==> config.mk <==
export PLATFORM = sky130hd
export DESIGN_NAME = byte_packer_32bit
export DESIGN_NICKNAME = d
export VERILOG_FILES = /design/src/rtl/packer_pkg.sv /design/src/rtl/word_fifo2.sv /design/src/rtl/byte_packer_32bit.sv
export SDC_FILE = /design/constraint.sdc
export NUM_CORES = 1
export LEC_CHECK = 0
export CORE_ASPECT_RATIO = 1.4
export CORE_MARGIN = 4
export CORE_UTILIZATION = 56
export CTS_CLUSTER_DIAMETER = 200
export DETAILED_ROUTE_END_ITERATION = 7
export MAX_ROUTING_LAYER = met4
export PLACE_DENSITY = 0.87
export REMOVE_ABC_BUFFERS = 1
export SLEW_MARGIN = 5
export SYNTH_ARGS = -nofsm -noshare
export SYNTH_HDL_FRONTEND = slang
export SYNTH_SLANG_ARGS = --single-unit
==> constraint.sdc <==
create_clock -name clk -period 5.45 [get_ports clk]
set_clock_uncertainty 0.05 [all_clocks]
set_input_delay 1.09 -clock clk [delete_from_list [all_inputs] [get_ports clk]]
set_output_delay 1.09 -clock clk [all_outputs]
set_load 0.02 [all_outputs]
==> src/rtl/packer_pkg.sv <==
// Shared types for the byte-to-word packer: FSM states and the word carried through
// the output FIFO.
package packer_pkg;

    typedef enum logic {
        IDLE,
        PACK
    } state_t;

    typedef struct packed {
        logic [31:0] data;
        logic [3:0]  keep;
        logic        last;
    } word_t;

    localparam int unsigned WORD_W = $bits(word_t);

endpackage

==> src/rtl/word_fifo2.sv <==
// Two-entry output FIFO. The head register drives the master port directly, so its
// contents change only on a pop or when a push lands in an empty FIFO.
module word_fifo2 #(
    parameter int unsigned W = 37
) (
    input  logic         clk,
    input  logic         rstb,
    input  logic         push,
    input  logic [W-1:0] din,
    input  logic         pop,
    output logic [W-1:0] dout,
    output logic         valid,
    output logic [1:0]   count
);

    logic [W-1:0] head_q;
    logic [W-1:0] tail_q;
    logic [1:0]   cnt_q;
    logic         do_pop;
    logic         do_push;

    assign do_pop  = pop && (cnt_q != 2'd0);
    // A full FIFO still takes a push when the head leaves on the same edge.
    assign do_push = push && ((cnt_q != 2'd2) || do_pop);

    always_ff @(posedge clk or posedge rstb) begin
        if (rstb) begin
            head_q <= '0;
            tail_q <= '0;
            cnt_q  <= '0;
        end else begin
            case ({do_push, do_pop})
                2'b10: begin
                    if (cnt_q == 2'd0) head_q <= din;
                    else               tail_q <= din;
                    cnt_q <= cnt_q + 2'd1;
                end
                2'b01: begin
                    head_q <= tail_q;
                    cnt_q  <= cnt_q - 2'd1;
                end
                2'b11: begin
                    if (cnt_q == 2'd1) begin
                        head_q <= din;
                    end else begin
                        head_q <= tail_q;
                        tail_q <= din;
                    end
                end
                default: ;
            endcase
        end
    end

    assign dout  = head_q;
    assign valid = (cnt_q != 2'd0);
    assign count = cnt_q;

endmodule

==> src/rtl/byte_packer_32bit.sv <==
// Packs an 8-bit byte stream into 32-bit words with keep/last framing, forcing a packet
// boundary every PKT_WORDS words, and counts completed packets.
module byte_packer_32bit
    import packer_pkg::*;
#(
    parameter int unsigned PKT_WORDS     = 256,
    parameter bit          LITTLE_ENDIAN = 1'b1
) (
    input  logic        clk,
    input  logic        rstb,
    input  logic        enable,
    input  logic        s_valid,
    input  logic [7:0]  s_data,
    input  logic        s_last,
    output logic        s_ready,
    output logic        m_valid,
    output logic [31:0] m_data,
    output logic [3:0]  m_keep,
    output logic        m_last,
    input  logic        m_ready,
    output logic [15:0] pkt_count
);

    state_t          state_q, state_d;
    logic [1:0]      lane_q;
    logic [3:0][7:0] lanes_q, lanes_d;
    logic [15:0]     wcnt_q;
    logic [15:0]     pkt_q;
    logic            rdy_q;
    logic [1:0]      occ;
    logic            accept;
    logic            complete;
    logic            word_last;
    logic            pop;
    logic            fifo_valid;
    logic [WORD_W-1:0] fifo_dout;
    word_t           word_in;
    word_t           word_out;

    assign accept    = s_valid && s_ready;
    assign complete  = accept && (s_last || (lane_q == 2'd3));
    assign word_last = s_last || (wcnt_q == 16'(PKT_WORDS - 1));
    assign pop       = fifo_valid && m_ready;

    // Lanes above the current one are zero, so a word closed early by s_last is zero-filled.
    always_comb begin
        lanes_d         = lanes_q;
        lanes_d[lane_q] = s_data;
        word_in         = '0;
        for (int unsigned i = 0; i < 4; i++) begin
            if (2'(i) > lane_q) lanes_d[i] = '0;
            word_in.keep[i] = (2'(i) <= lane_q);
            if (LITTLE_ENDIAN) word_in.data[8*i +: 8]     = lanes_d[i];
            else               word_in.data[8*(3-i) +: 8] = lanes_d[i];
        end
        word_in.last = word_last;
    end

    always_comb begin
        state_d = state_q;
        case (state_q)
            IDLE: if (accept && !(complete && word_last)) state_d = PACK;
            PACK: if (complete && word_last)              state_d = IDLE;
        endcase
    end

    always_ff @(posedge clk or posedge rstb) begin
        if (rstb) begin
            state_q <= IDLE;
            lane_q  <= '0;
            lanes_q <= '0;
            wcnt_q  <= '0;
            pkt_q   <= '0;
            rdy_q   <= 1'b0;
        end else begin
            state_q <= state_d;
            rdy_q   <= 1'b1;
            if (accept) begin
                if (complete) begin
                    lane_q  <= '0;
                    lanes_q <= '0;
                    wcnt_q  <= word_last ? '0 : wcnt_q + 16'd1;
                end else begin
                    lane_q  <= lane_q + 2'd1;
                    lanes_q <= lanes_d;
                end
            end
            if (pop && word_out.last) pkt_q <= pkt_q + 16'd1;
        end
    end

    word_fifo2 #(
        .W(WORD_W)
    ) u_fifo (
        .clk  (clk),
        .rstb (rstb),
        .push (complete),
        .din  (word_in),
        .pop  (pop),
        .dout (fifo_dout),
        .valid(fifo_valid),
        .count(occ)
    );

    assign word_out  = fifo_dout;
    assign s_ready   = enable && rdy_q && (occ != 2'd2);
    assign m_valid   = fifo_valid;
    assign m_data    = word_out.data;
    assign m_keep    = word_out.keep;
    assign m_last    = word_out.last;
    assign pkt_count = pkt_q;

endmodule

==> results, run 1 <==
- The count of different cell masters after synthesis is 50.
- The global-route layer with the greatest usage is met2.
- The initial antenna violation count is 0.
- The top cell types in the final layout, fill and taps aside, are dfrtp_1, nor2_1, clkdlybuf4s50_1, nand2_1, mux2_2.
- OpenSTA, run right after detailed placement, puts the worst setup slack at ~1400 ps.
- The fraction of met2 tracks used by global routing is 0.395.
- The buffer type at the clock tree root is clkbuf_16.
- The worst register-to-register path has a depth of 9.
- For met3 alone, demand over resource in global routing was 0.0421.
- The post-layout net count is slightly below 700.
- Counting every instance in the synthesized netlist gives a little under 600.
- The hold violation total from the final report is 0.
- For this design the ratio of total power to cell area is roughly 520 mW/mm2.
- STA classifies the critical path endpoint as a flip-flop.
- The Yosys warning count is 0.
- The leakage dissipation is roughly 3.4 nW.
- The congestion estimate from routability-driven global placement came to around 0.86.
- The post-layout worst setup margin is between 1500 and 2000 ps.
- The post-DP HPWL is ~9300 um.
- The critical path launch point is enable.
- The finished layout holds about 800 standard cells, fillers aside.
- The critical path data arrival time is 4010 ps.
- A synthesized cell averages ~11 um2.
- Entering global routing, the biggest net connects 81 pins.
- The flop-to-flop setup slack is 2180 ps.
- Yosys mapped a number of flops with a built-in enable equal to 0.
- The number of hold buffers added after CTS was 0.
- The clock insertion delay at the later pin of the skew report is 410 ps.
- The final count of pins violating max slew is 0.
- The met1 usage is 0.280.
- The flow ran to the end, and the final reports show no timing, DRC or antenna violations.
- The proportion of synthesized flip-flops having asynchronous set or reset is 1.00.
- The total I/O pin count is 69.
- The wire length per cell is about 18 um.
- For this block, the via count after detailed routing is 4,822.
- The share of total power dissipated in sequential elements is 0.374.
- Summed over all layers, the global routing overflow is 0.
- The worst pin sits at a relative slew slack of 0.200.
- The floorplan step defined a core boundary enclosing around 0.011 mm2.
- The clock-pin slew on the worst setup and hold paths is around 60 ps.
- The startpoint identified for the worst register-to-register timing path is u_fifo.count[0].
- The most common cell after layout, fill and taps aside is dfrtp_1.
- Post-CTS repair changed the size of 0 cells.
- 0 antenna diodes ended up in the layout.
- The H-tree level count is 4.
- The via density per instance is 6.05.
- The share of final-layout standard cells stronger than drive strength 1 is 0.130.
- TritonCTS built the clock tree.
- The sum of negative setup slack is 0 ps.
- The class of the tightest hold or removal check is flip-flop to flip-flop.
- The die height is between 100 and 150 um.
- The analysis attributes to net switching a power of approximately 1.4 mW.
- In this run the remaining antenna-violating nets after routing total 0.
- The wire length of the first global-routing pass is approximately 24,000 um.
- The destination of the worst register-to-register timing path is u_fifo.dout[28].
- Of the total power, the share spent switching nets is 0.342.
- The most critical setup path has its endpoint at u_fifo.dout[28].
- Setup violations remaining at the end of the flow were counted as 0.
- In this run the horizontal extent of the chip is a little under 100 um.
- The maximum root-to-sink buffer count is 2.
- The die outline area is ~0.013 mm2.
- The main flop type after synthesis is dfrtp_1.
- Relative to the synthesized area, the layout overhead comes to 21.4%.
- The largest driver fanout on the critical path is 32.
- The worst setup path is launched from a primary input.
- The number of global-route vias before repair is 4,842.
- For this design, the sink count on the clock tree is approximately 140.
- The floorplan has between 40 and 50 rows.
- The length of the first detailed-routing pass in iterations is 5.
- The initial standard-cell utilization of the core is 0.576.
- The synthesized area is 0.00633 mm2.
- IR analysis of the VDD net gives a maximum drop of ~0.26 mV.
- The count of routing violations after the opening detailed-route iteration is approximately 370.
- The total wire length after detailed routing is between 10,000 and 15,000 um.
- Dividing the final minimum period by the clock period gives 0.683.
- Along the worst hold path, the cell count comes to 2.
- The total DRC errors in the routed layout is 0.
- The data required time of the worst path is around 5700 ps.
- The critical path class is primary input to flip-flop.
- The cell count after placement is 765.
- Setup repair after global routing left no endpoint under its margin.
- Static timing analysis puts the maximum clock frequency at roughly 270 MHz.
- The part of the total power dissipated in the clock network is 0.281.
- Of the total power, combinational logic draws 0.345.
- For this run, the total global-route usage over all layers was measured as 0.234.
- Input and output buffers added on the ports amount to between 60 and 70.
- The number of setup buffers added after CTS is 0.
- Max-cap violations in this run came to 0.
- After layout, the minimum clock period comes to roughly 3700 ps.
- In this run, synthesis produced a sequential element count of 136.
- The cell-internal power is ~2.6 mW.
- At the pin with the least slew margin, the transition time is 1200 ps.
- The total clock buffers created by CTS is 17.
- The fraction of the yosys area taken by sequential cells is 0.538.
- For this run, the share of the core covered by cells in the final layout is 0.700.
## cells in the mapped netlist (2+ instances only)
cell type  instances  area share
nor3_1             2      0.0016
o21ai_0           30       0.024
and3_1             4      0.0040
a21oi_1           10      0.0079
buf_4              2      0.0024
buf_2             11      0.0087
o21a_1             2      0.0024
ha_1              16       0.032
mux2i_1           17       0.027
a22o_1            26       0.036
nor2_1            81       0.048
inv_1             11      0.0065
xnor2_1           15       0.021
a2bb2oi_1         10       0.014
xor2_1             4      0.0055
buf_1              2      0.0012
o211ai_1           2      0.0024
a221oi_1          25       0.035
clkbuf_1          14      0.0083
and4_1             4      0.0055
nand2_1           54       0.032
inv_2              2      0.0012
mux2_2            35       0.062
o22ai_1            2      0.0020
dfrtp_1          136        0.54
or4_1              5      0.0059
nor2b_1            3      0.0030
and2_1             2      0.0020
o31ai_1            5      0.0059
nand4_1            6      0.0059
nand2b_1           3      0.0030
nand3_1           14       0.011
buf_6              2      0.0036
nor4_1             5      0.0049
or2_2              2      0.0020
## power by group through the flow
stage	Combinational (mW)	Clock (mW)	Sequential, mW
2_1_floorplan	0.727	0	1.62
3_3_place_gp	1.33	0	1.48
3_5_place_dp	1.37	0	1.50
4_1_cts	1.38	1.13	1.49
5_1_grt	1.50	1.18	1.53
6_report	1.38	1.12	1.49
## metrics by stage
step	total power [mW]	instance area, um2	hold WS, ps
after CTS	4.01	7680	431
after detailed placement	2.87	7110	412
after global routing	4.21	7680	454
after floorplan	2.35	6180	385
final	3.99	7680	425
after global placement	2.81	7110	409
## final cells by class
type                    instances  area, um2
flip-flops and latches        136       3400
fillers                       767       3300
multi-input cells             399       2740
repair buffers                 76        741
clock buffers                  21        440
well taps                     141        176
clock inverters                11        130
inverters                      13       51.3
## routing by layer
| metal | routed length, um | vias to the layer above |
|---|---|---|
| met1 | 5700 | 2420 |
| li1 | - | 2193 |
| met4 | 348 | 0 |
| met2 | 7620 | 172 |
| met5 | 0 | - |
| met3 | 615 | 37 |
## state kept, by name, summed over array words and instances, names as in the netlist
register / cells
u_fifo.dout: 37
lane_q: 2
pkt_count: 16
wcnt_q: 16
u_fifo.tail_q: 37
rdy_q: 1
u_fifo.count: 2
lanes_q: 25
## logic make-up after synthesis
logic type      after synthesis  share of synthesized area
compound gates              119                      0.138
xor+xnor                     19                     0.0263
fa+ha+maj                    16                     0.0316
buf+inv                      44                     0.0318
flops                       136                      0.538
mux                          52                     0.0892
other cells                   1                   0.000593
simple gates                192                      0.145
## critical path, stage by stage
cell             delay [ps]
clkdlybuf4s50_1         560
nand4b_4                470
nor2_4                  390
ha_1                    320
nand2_1                  80
nand2_1                 720
a221oi_1                210
nor2_1                  140
## how the worst min path moves through the flow
stage / slack, ps / end / start
after floorplan: 390 / u_fifo.tail_q[1] / u_fifo.tail_q[1]
after global placement: 410 / u_fifo.dout[33] / u_fifo.dout[33]
after detailed placement: 410 / u_fifo.tail_q[1] / u_fifo.tail_q[1]
after CTS: 430 / u_fifo.dout[33] / u_fifo.dout[33]
after global routing: 450 / pkt_count[14] / pkt_count[14]
final: 430 / u_fifo.dout[33] / u_fifo.dout[33]
Power figures use the tool's default switching activity.
==> run 2, diff against run 1 <==
- CORE_UTILIZATION: 56 -> 51
- PLACE_DENSITY: 0.87 -> 0.84
- clock period: 5.45 -> 3.2 ns (I/O delays scaled with it)
==> results, run 2 (synthesis gave the netlist of run 1 again) <==
- The H-tree level count is 4 (unchanged).
- The data required time of the worst path is 3470 ps (-2270 ps).
- The remaining max-slew budget at the tightest pin came to 0.457 (+0.257).
- The residual antenna-violating net count after detailed routing came to 0 (unchanged).
- The count of fill cells added during filler insertion is 880 (+15%).
- The upper clock frequency limit is roughly 370 MHz.
- The total routing usage reported by global routing came to 0.239 (+0.00430).
- The post-layout worst setup margin came to 466 ps (-1260 ps).
- The core area is 0.0120 mm2 (+9.3%).
- The total clock buffers created by CTS is 17 (unchanged).
- The global placer's final weighted congestion came to 0.847 (-1.0%).
- The tightest min-delay check is of the flip-flop to flip-flop type.
- The count of hold buffers inserted by post-cts repair is 0 (unchanged).
- The worst-case vdd ir drop was 0.376 mV (+44%).
- The total global routing overflow is 0 (unchanged).
- The width of the die came to 102 um (+4.4%).
- The wire length of the first global-routing pass is 26,000 um (+7.7%).
- In this run the clock root is driven by a clkbuf_16.
- The combined area of the multi-input logic cells is 0.00274 mm2 (unchanged).
- The initial antenna violation count is 0 (unchanged).
- The count of cells resized by post-cts repair is 0 (unchanged).
- The initial standard-cell utilization of the core was 0.528 (-0.0489).
- The startpoint type of the worst setup path is a flip-flop.
- The clock insertion delay at the later pin of the skew report is 420 ps (about the same).
- The critical path class is flip-flop to flip-flop.
- The via density per instance was 6.08 (+0.55%).
- The clock-pin slew on the worst setup and hold paths is 60 ps (about the same).
- The number of input and output port buffers inserted is 68 (unchanged).
- The diode insertion count for antenna repair is 0 (unchanged).
- The post-layout net count was 687 (+2.1%).
- The maximum root-to-sink buffer count is 2 (unchanged).
- The library cell used most frequently in the layout, excluding fill and tap cells, is dfrtp_1.
- The die height is 140 um (+4.5%).
- The count of routing violations after the opening detailed-route iteration was 362 (-1.6%).
- The total DRC errors in the routed layout came to 0 (unchanged).
- The number of setup buffers added after CTS is 0 (unchanged).
- The sum of negative setup slack is 0 ps (unchanged).
- The number of global-route vias before repair is 5,302 (+9.5%).
- The critical path data arrival time came to 3000 ps (-1010 ps).
- The run finished with clean final reports.
- Dividing the final minimum period by the clock period gives 0.854.
- The final count of pins violating max slew is 0 (unchanged).
- The largest driver fanout on the critical path was 32 (unchanged).
- The power per unit of standard cell area was 891 mW/mm2 (+71%).
- The hold violation total from the final report came to 0 (unchanged).
- The leakage dissipation is 3.51 nW (+2.4%).
- The layout-stage area growth over the synthesis result is 24.5%.
- The smallest clock period supported by the final layout is computed as 2730 ps.
- The total I/O pin count is 69 (unchanged).
- The cell count of the worst hold path came to 2 (unchanged).
- The library cells used most frequently in the layout, excluding fill and tap cells, are dfrtp_1, nor2_1, clkdlybuf4s50_1, nand2_1, mux2_2.
- The maximum number of pins on one net before global-route repair came to 53 (-35%).
- The depth of the worst register-to-register path is 11 (+2).
- The total wire length after detailed routing is 15,800 um (+11%).
- Setup repair after global routing left no endpoint under its margin.
- The wire length per cell is 19.4 um (+8.1%).
- The post-place setup slack is -47.9 ps (-1410 ps).
- The post-DP HPWL was 10,100 um (+8.3%).
- The reported max-cap violation count is 0 (unchanged).
- The slew at the pin closest to its max-slew limit is 807 ps (-389 ps).
- The type of destination of the critical path is a flip-flop.
- TritonCTS built the clock tree.
- The count of standard-cell rows came to 47 (+4.4%).
- The length of the first detailed-routing pass in iterations is 5 (unchanged).
- The die outline area is 0.0143 mm2 (+9.1%).
- The number of clock sinks was 136 (unchanged).
- The setup violation total in the final timing report is 0 (unchanged).
- The flip-flop and latch area was 0.00340 mm2 (unchanged).
- The via count is 4,964 (+2.9%).
- The share of final-layout standard cells stronger than drive strength 1 is 0.152 (+0.0229).
-- run 2: cell types whose count changed in the layout (fill, tap and decap cells not counted) --
cell,delta
buf_4,+10
clkinv_2,-5
clkinvlp_4,+5
buf_12,+4
clkbuf_1,-4
clkbuf_8,+2
clkinv_4,+1
-- run 2: worst paths after layout --
kind                                  from                end  slack, ps
max                        u_fifo.count[0]  u_fifo.tail_q[30]        470
min                        u_fifo.dout[34]    u_fifo.dout[34]        430
max reg2reg                u_fifo.count[0]  u_fifo.tail_q[30]        470
min reg2reg                u_fifo.dout[34]    u_fifo.dout[34]        430
max in group asynchronous             rstb              rdy_q       1900
min in group asynchronous             rstb     u_fifo.dout[3]        550
-- run 2: worst max-delay path, cell delays in order (launching register included) --
cell,delay [ps]
dfrtp_1,410
inv_1,90
ha_1,280
nand2b_1,250
inv_2,60
buf_4,150
ha_1,230
a22oi_1,280
o21ai_4,230
buf_12,230
buf_4,150
o21ai_0,210
-- run 2: layout make-up --
class | count | area share
clock inverters | 12 | 0.0192
well taps | 147 | 0.0233
clock buffers | 19 | 0.0575
multi-input cells | 399 | 0.348
flip-flops and latches | 136 | 0.432
repair buffers | 90 | 0.114
inverters | 13 | 0.00651
-- run 2: power by group --
| group | internal (mW) | switching (mW) |
|---|---|---|
| sequential | 2.21 | 0.351 |
| clock | 1.26 | 0.749 |
| combinational | 1.11 | 1.34 |
| total | 4.58 | 2.44 |
-- run 2: routing by layer --
layer / wire length, um / global-route usage / vias up
li1: - / - / 2223
met1: 6000 / 0.265 / 2525
met2: 8660 / 0.414 / 180
met3: 748 / 0.0441 / 36
met4: 407 / 0.0974 / 0
met5: 0 / - / -
-- run 2: through the flow --
stage	instances	utilization	hold slack, ps	area (um2)	power, mW
after floorplan	548	-	385	6180	3.99
after global placement	784	0.605	409	7250	4.87
after detailed placement	784	0.605	415	7250	4.99
after CTS	815	0.655	427	7860	7.03
after global routing	816	0.657	456	7880	7.35
final	816	0.657	428	7880	7.02
==> run 3, diff against run 2 <==
--- a/config.mk
+++ b/config.mk
@@ -14,4 +14,5 @@
 export PLACE_DENSITY = 0.84
 export REMOVE_ABC_BUFFERS = 1
+export SKIP_CTS_REPAIR_TIMING = 1
 export SLEW_MARGIN = 5
 export SYNTH_ARGS = -nofsm -noshare
--- a/constraint.sdc
+++ b/constraint.sdc
@@ -3,3 +3,3 @@
 set_input_delay 0.64 -clock clk [delete_from_list [all_inputs] [get_ports clk]]
 set_output_delay 0.64 -clock clk [all_outputs]
-set_load 0.02 [all_outputs]
+set_load 0.01 [all_outputs]
==> results of run 3 <==
Same layout as run 2 (identical final DEF). Status: finished clean.
Main changes from that run: total power 7.02 mW -> 6.84 mW; worst IR drop on VDD 0.376 mV -> 0.375 mV
